<file path="src/rtl/vram_arbiter.sv">
// Arbitrates a single-port VRAM between the FSX fetch engine (absolute priority)
// and single-cycle CPU requests, and records the worst-case CPU grant wait.
module vram_arbiter #(
    parameter int ADDR_W = 11,
    parameter int DATA_W = 32
) (
    input  logic              vga_clk,
    input  logic              nreset,
    input  logic              fsx_active,
    input  logic [ADDR_W-1:0] fsx_addr,
    output logic [DATA_W-1:0] fsx_q,
    input  logic              cpu_start,
    input  logic              cpu_we,
    input  logic [ADDR_W-1:0] cpu_addr,
    input  logic [DATA_W-1:0] cpu_data,
    output logic [DATA_W-1:0] cpu_q,
    output logic              cpu_busy,
    output logic              cpu_done,
    output logic [15:0]       stall_max,
    output logic [ADDR_W-1:0] ram_addr,
    output logic [DATA_W-1:0] ram_d,
    output logic              ram_we,
    input  logic [DATA_W-1:0] ram_q
);

    typedef enum logic [1:0] {
        IDLE,
        WAIT,
        CAPTURE,
        DONE
    } state_t;

    state_t            state;
    state_t            next_state;
    logic              lat_we;
    logic [ADDR_W-1:0] lat_addr;
    logic [DATA_W-1:0] lat_data;
    logic [15:0]       wait_cnt;
    logic              grant;

    // The CPU owns the RAM port only in a WAIT cycle the FSX leaves free.
    assign grant = (state == WAIT) && !fsx_active;
    assign fsx_q = ram_q;

    always_ff @(posedge vga_clk) begin
        if (!nreset) begin
            state <= IDLE;
        end else begin
            state <= next_state;
        end
    end

    always_comb begin
        next_state = state;
        case (state)
            IDLE:    if (cpu_start) next_state = WAIT;
            WAIT:    if (grant) next_state = lat_we ? DONE : CAPTURE;
            CAPTURE: next_state = DONE;
            DONE:    next_state = IDLE;
            default: next_state = IDLE;
        endcase
    end

    always_ff @(posedge vga_clk) begin
        if (!nreset) begin
            lat_we    <= 1'b0;
            lat_addr  <= '0;
            lat_data  <= '0;
            wait_cnt  <= '0;
            stall_max <= '0;
            cpu_q     <= '0;
        end else begin
            if (state == IDLE && cpu_start) begin
                lat_we   <= cpu_we;
                lat_addr <= cpu_addr;
                lat_data <= cpu_data;
                wait_cnt <= '0;
            end
            if (state == WAIT && fsx_active && wait_cnt != 16'hFFFF) begin
                wait_cnt <= wait_cnt + 16'd1;
            end
            if (grant && wait_cnt > stall_max) begin
                stall_max <= wait_cnt;
            end
            // RAM data for a granted read appears one cycle later, whoever owns the port now.
            if (state == CAPTURE) begin
                cpu_q <= ram_q;
            end
        end
    end

    // Reset also masks a pending grant so no write can slip out in the reset cycle.
    always_comb begin
        cpu_busy = (state != IDLE);
        cpu_done = (state == DONE);
        ram_addr = '0;
        ram_d    = '0;
        ram_we   = 1'b0;
        if (fsx_active) begin
            ram_addr = fsx_addr;
        end else if (grant && nreset) begin
            ram_addr = lat_addr;
            ram_d    = lat_data;
            ram_we   = lat_we;
        end
    end

endmodule

</file>
<file path="config.mk">
export PLATFORM = sky130hd
export DESIGN_NAME = vram_arbiter
export DESIGN_NICKNAME = d
export VERILOG_FILES = /design/src/rtl/vram_arbiter.sv
export SDC_FILE = /design/constraint.sdc
export NUM_CORES = 1
export LEC_CHECK = 0
export ABC_AREA = 1
export CORE_ASPECT_RATIO = 1.1
export CORE_MARGIN = 4
export CORE_UTILIZATION = 30
export DETAILED_ROUTE_END_ITERATION = 8
export PLACE_DENSITY = 0.74
export SYNTH_ARGS = -nofsm -noshare
export SYNTH_HDL_FRONTEND = slang
export SYNTH_SLANG_ARGS = --single-unit
</file>
<file path="constraint.sdc">
create_clock -name vga_clk -period 1.7 [get_ports vga_clk]
set_input_delay 0.34 -clock vga_clk [delete_from_list [all_inputs] [get_ports vga_clk]]
set_output_delay 0.34 -clock vga_clk [all_outputs]
set_load 0.005 [all_outputs]
</file>
==> flow_summary.ini <==
[run_status]
status = finished, violations left
violations = negative setup slack

[global_route]
grt_start_max_net_pins = 82
grt_pass1_wl_mm = 27.0
track_usage = 0.166
grt_pass1_vias = 5529
gr-total-overflow = 0
grt_antenna_before_repair = 0

[synthesis]
yosys_most_used_dff = dfxtp_1
synth.distinct_cells = 23
avgSynthCellArea_um2 = 7.01
synthesis.area_um2 = 5320
ys_async_sr_fraction = 0
ys_ff_latch = 110
netlist.area_leader.share = 0.414
yosysMostFrequentCell = nor2_1
yosysWarnings = 0
synth_top_cell_by_area = dfxtp_1
syn-num-nets = 872
ys_seq_area_frac = 0.414
synth_edf_count = 0
synth_cells = 759
synth_area_leaders = dfxtp_1 (41%), nor2_1 (9.2%), o21ai_0 (9.1%)
netlist_top_cells_count = nor2_1 (130), dfxtp_1 (110), o21ai_0 (97)

[clock_tree]
clock_sinks = 110
cts-buffers-inserted = 9
worstSkewPairLatency_ns = 0.35
clk_pin_slew_worst_paths_ns = 0.07
cts_hold_buf = 0
root_buffer = clkbuf_16
cts_tree = yes
cts_max_level = 3
clockBufferDepth = 2

[routing]
wl_mm = 18.5
drt-initial-drc-count = 296
ant_nets = 0
drcViolationCount = 0
dr_total_vias = 5804
first_pass_iters = 5
avgViaCountPerCell = 4.65
routedWlPerCell_um = 14.8

[critical_path]
path_max_fanout = 7
cp.arrival_ns = 1.59
r2r_cells = 13
worstPathCellList = inv_2 -> ha_4 -> nand3_4 -> buf_12 -> buf_16 -> o21ai_2 -> buf_2
end_kind = output port
cp.required_ns = 1.36
cp_slowest_stage_delay_ns = 0.33
critPathSlowestCell = dfxtp_2
cp-start-kind = flop
ff2ff_setup_slack_ns = -0.22
r2r-end = stall_max[8]
crit_type = reg2out
r2r_start = stall_max[8]

[cells_and_area]
fin_nets = 1122
num_antenna_cells = 0
utilization = 0.534
stdcell_area_um2 = 9190
syn2layout_area_growth_pct = 72.7
drive_above_1_share = 0.292

[worst_hold_path]
whs_path_depth = 2
min_to = lat_data[0]
min_path_type = reg2reg
hp-start = lat_data[0]

[floorplan]
core_um2 = 17200
rows = 50
die_y_um = 148
chipWidth_um = 135
die-area_um2 = 19900
initial_core_util = 0.309
ios = 217

[place]
port_buffers = 216
place.gp.congestion = 0.863
dp_hpwl_mm = 11.8
post-place-ws_ns = -0.544
placed_area_um2 = 7880

[sta]
skew_ns = 0.0137
worst_slack_ns = -0.232
hold_viol_final = 0
slew_headroom = 0.754
fin_crit_sh = 1.14
slew_viol_final = 0
hold_ws_ns = 0.470
finalSetupViolations = 60
worst_slew_pin_slew_ns = 0.370
finalWorstPathRequiredPeriod_ns = 1.93
rsz0062_at_grt = true
fmax_ghz = 0.518

[power_and_ir_drop]
vdd_drop_max_mv = 2.61
powerDensity_nw_per_um2 = 1790
p_leak_nw = 3.92
p_total_w = 0.0165

[run]
maxCapViolations = 0
==> state kept, by name, indices dropped and copies added (netlist names) <==
signal / flops
lat_we: 1
cpu_q: 32
state: 2
lat_addr: 11
lat_data: 32
wait_cnt: 16
stall_max: 16
==> cells in the final DEF, fill, tap and decap left out, types with 3 or more instances in the layout <==
cell / instances
a21oi_1: 67
clkdlybuf4s50_1: 154
nor3_1: 4
dfxtp_2: 18
inv_1: 79
buf_12: 10
clkbuf_16: 12
buf_2: 46
o21ai_0: 85
nor2_2: 9
a21oi_4: 5
clkinv_4: 4
ha_4: 10
nand3_2: 17
nand2_2: 9
nand3_1: 31
dlymetal6s2s_1: 13
nor2_1: 98
nor2_4: 25
inv_2: 11
o21ai_1: 4
nand2_4: 3
o21ai_2: 8
a21oi_2: 12
buf_4: 63
nand2_1: 71
nand4_1: 5
buf_8: 4
buf_6: 12
dfxtp_1: 90
ha_1: 11
buf_16: 5
==> timing repair <==
action | in CTS | in global routing
buffers inserted | 16 | 12
gates resized for setup | 286 | 118
setup endpoints to repair | 65 | 129
gates cloned | 7 | 6
pin swaps | 25 | 40
==> routing by layer <==
| layer | vias up | wire length (um) | part of all wire | track usage |
|---|---|---|---|---|
| li1 | 2913 | - | - | - |
| met1 | 2667 | 7250 | 0.39 | 0.190 |
| met2 | 185 | 9850 | 0.53 | 0.305 |
| met3 | 39 | 955 | 0.052 | 0.0419 |
| met4 | 0 | 461 | 0.025 | 0.0474 |
| met5 | - | 0 | 0 | 0 |
==> area by class of cell <==
cell class / count / area [um2]
fillers: 1534 / 8010
repair buffers: 312 / 3030
multi-input cells: 483 / 2960
flip-flops and latches: 110 / 2230
inverters: 92 / 353
well taps: 234 / 293
clock buffers: 11 / 243
clock inverters: 5 / 67.6
repair inverters: 1 / 8.76
==> cell families (layout without fill, tap and decap cells) <==
logic type / after synthesis / after routing / synth area share
XOR/XNOR: 2 / 2 / 0.00329
AO/OA/AOI/OAI: 182 / 182 / 0.172
flip-flops: 110 / 110 / 0.414
buffers and inverters: 166 / 421 / 0.143
adder cells (fa/ha/maj): 22 / 22 / 0.0517
AND/OR/NAND/NOR: 277 / 277 / 0.216
==> worst max-delay path by stage <==
stage	slack, ns	startpoint	depth (start not counted)	endpoint
finish	-0.23	state[1]	7	ram_addr[0]
global route	-0.31	stall_max[8]	13	stall_max[8]
CTS	-0.22	state[1]	7	ram_addr[1]
detailed placement	-0.54	fsx_active	6	ram_addr[10]
global placement	-0.51	fsx_active	6	ram_addr[7]
floorplan	0.01	stall_max[15]	12	stall_max[11]
==> metrics by stage <==
stage | TNS, ns | cells
2_1_floorplan | 0 | 759
3_5_place_dp | -23.08 | 1194
4_1_cts | -7.78 | 1232
6_report | -10.28 | 1248
3_3_place_gp | -22.00 | 1194
5_1_grt | -15.06 | 1248
==> power breakdown <==
| part | leakage [nW] | switching [W] | internal [W] |
|---|---|---|---|
| combinational | 2.86 | 0.00538 | 0.00529 |
| sequential | 0.912 | 0.000292 | 0.00330 |
| clock | 0.152 | 0.000995 | 0.00120 |
| total | 3.92 | 0.00667 | 0.00979 |
==> worst max-delay path, delay by kind of cell (launching register included) <==
kind | cells | cell delay, ns
AOI/OAI and AO/OA | 1 | 0.11
buffers and inverters | 4 | 0.52
DFF | 1 | 0.33
and+or+nand+nor | 1 | 0.13
adders and majority gates | 1 | 0.16
(Power assumes the default switching activity.)
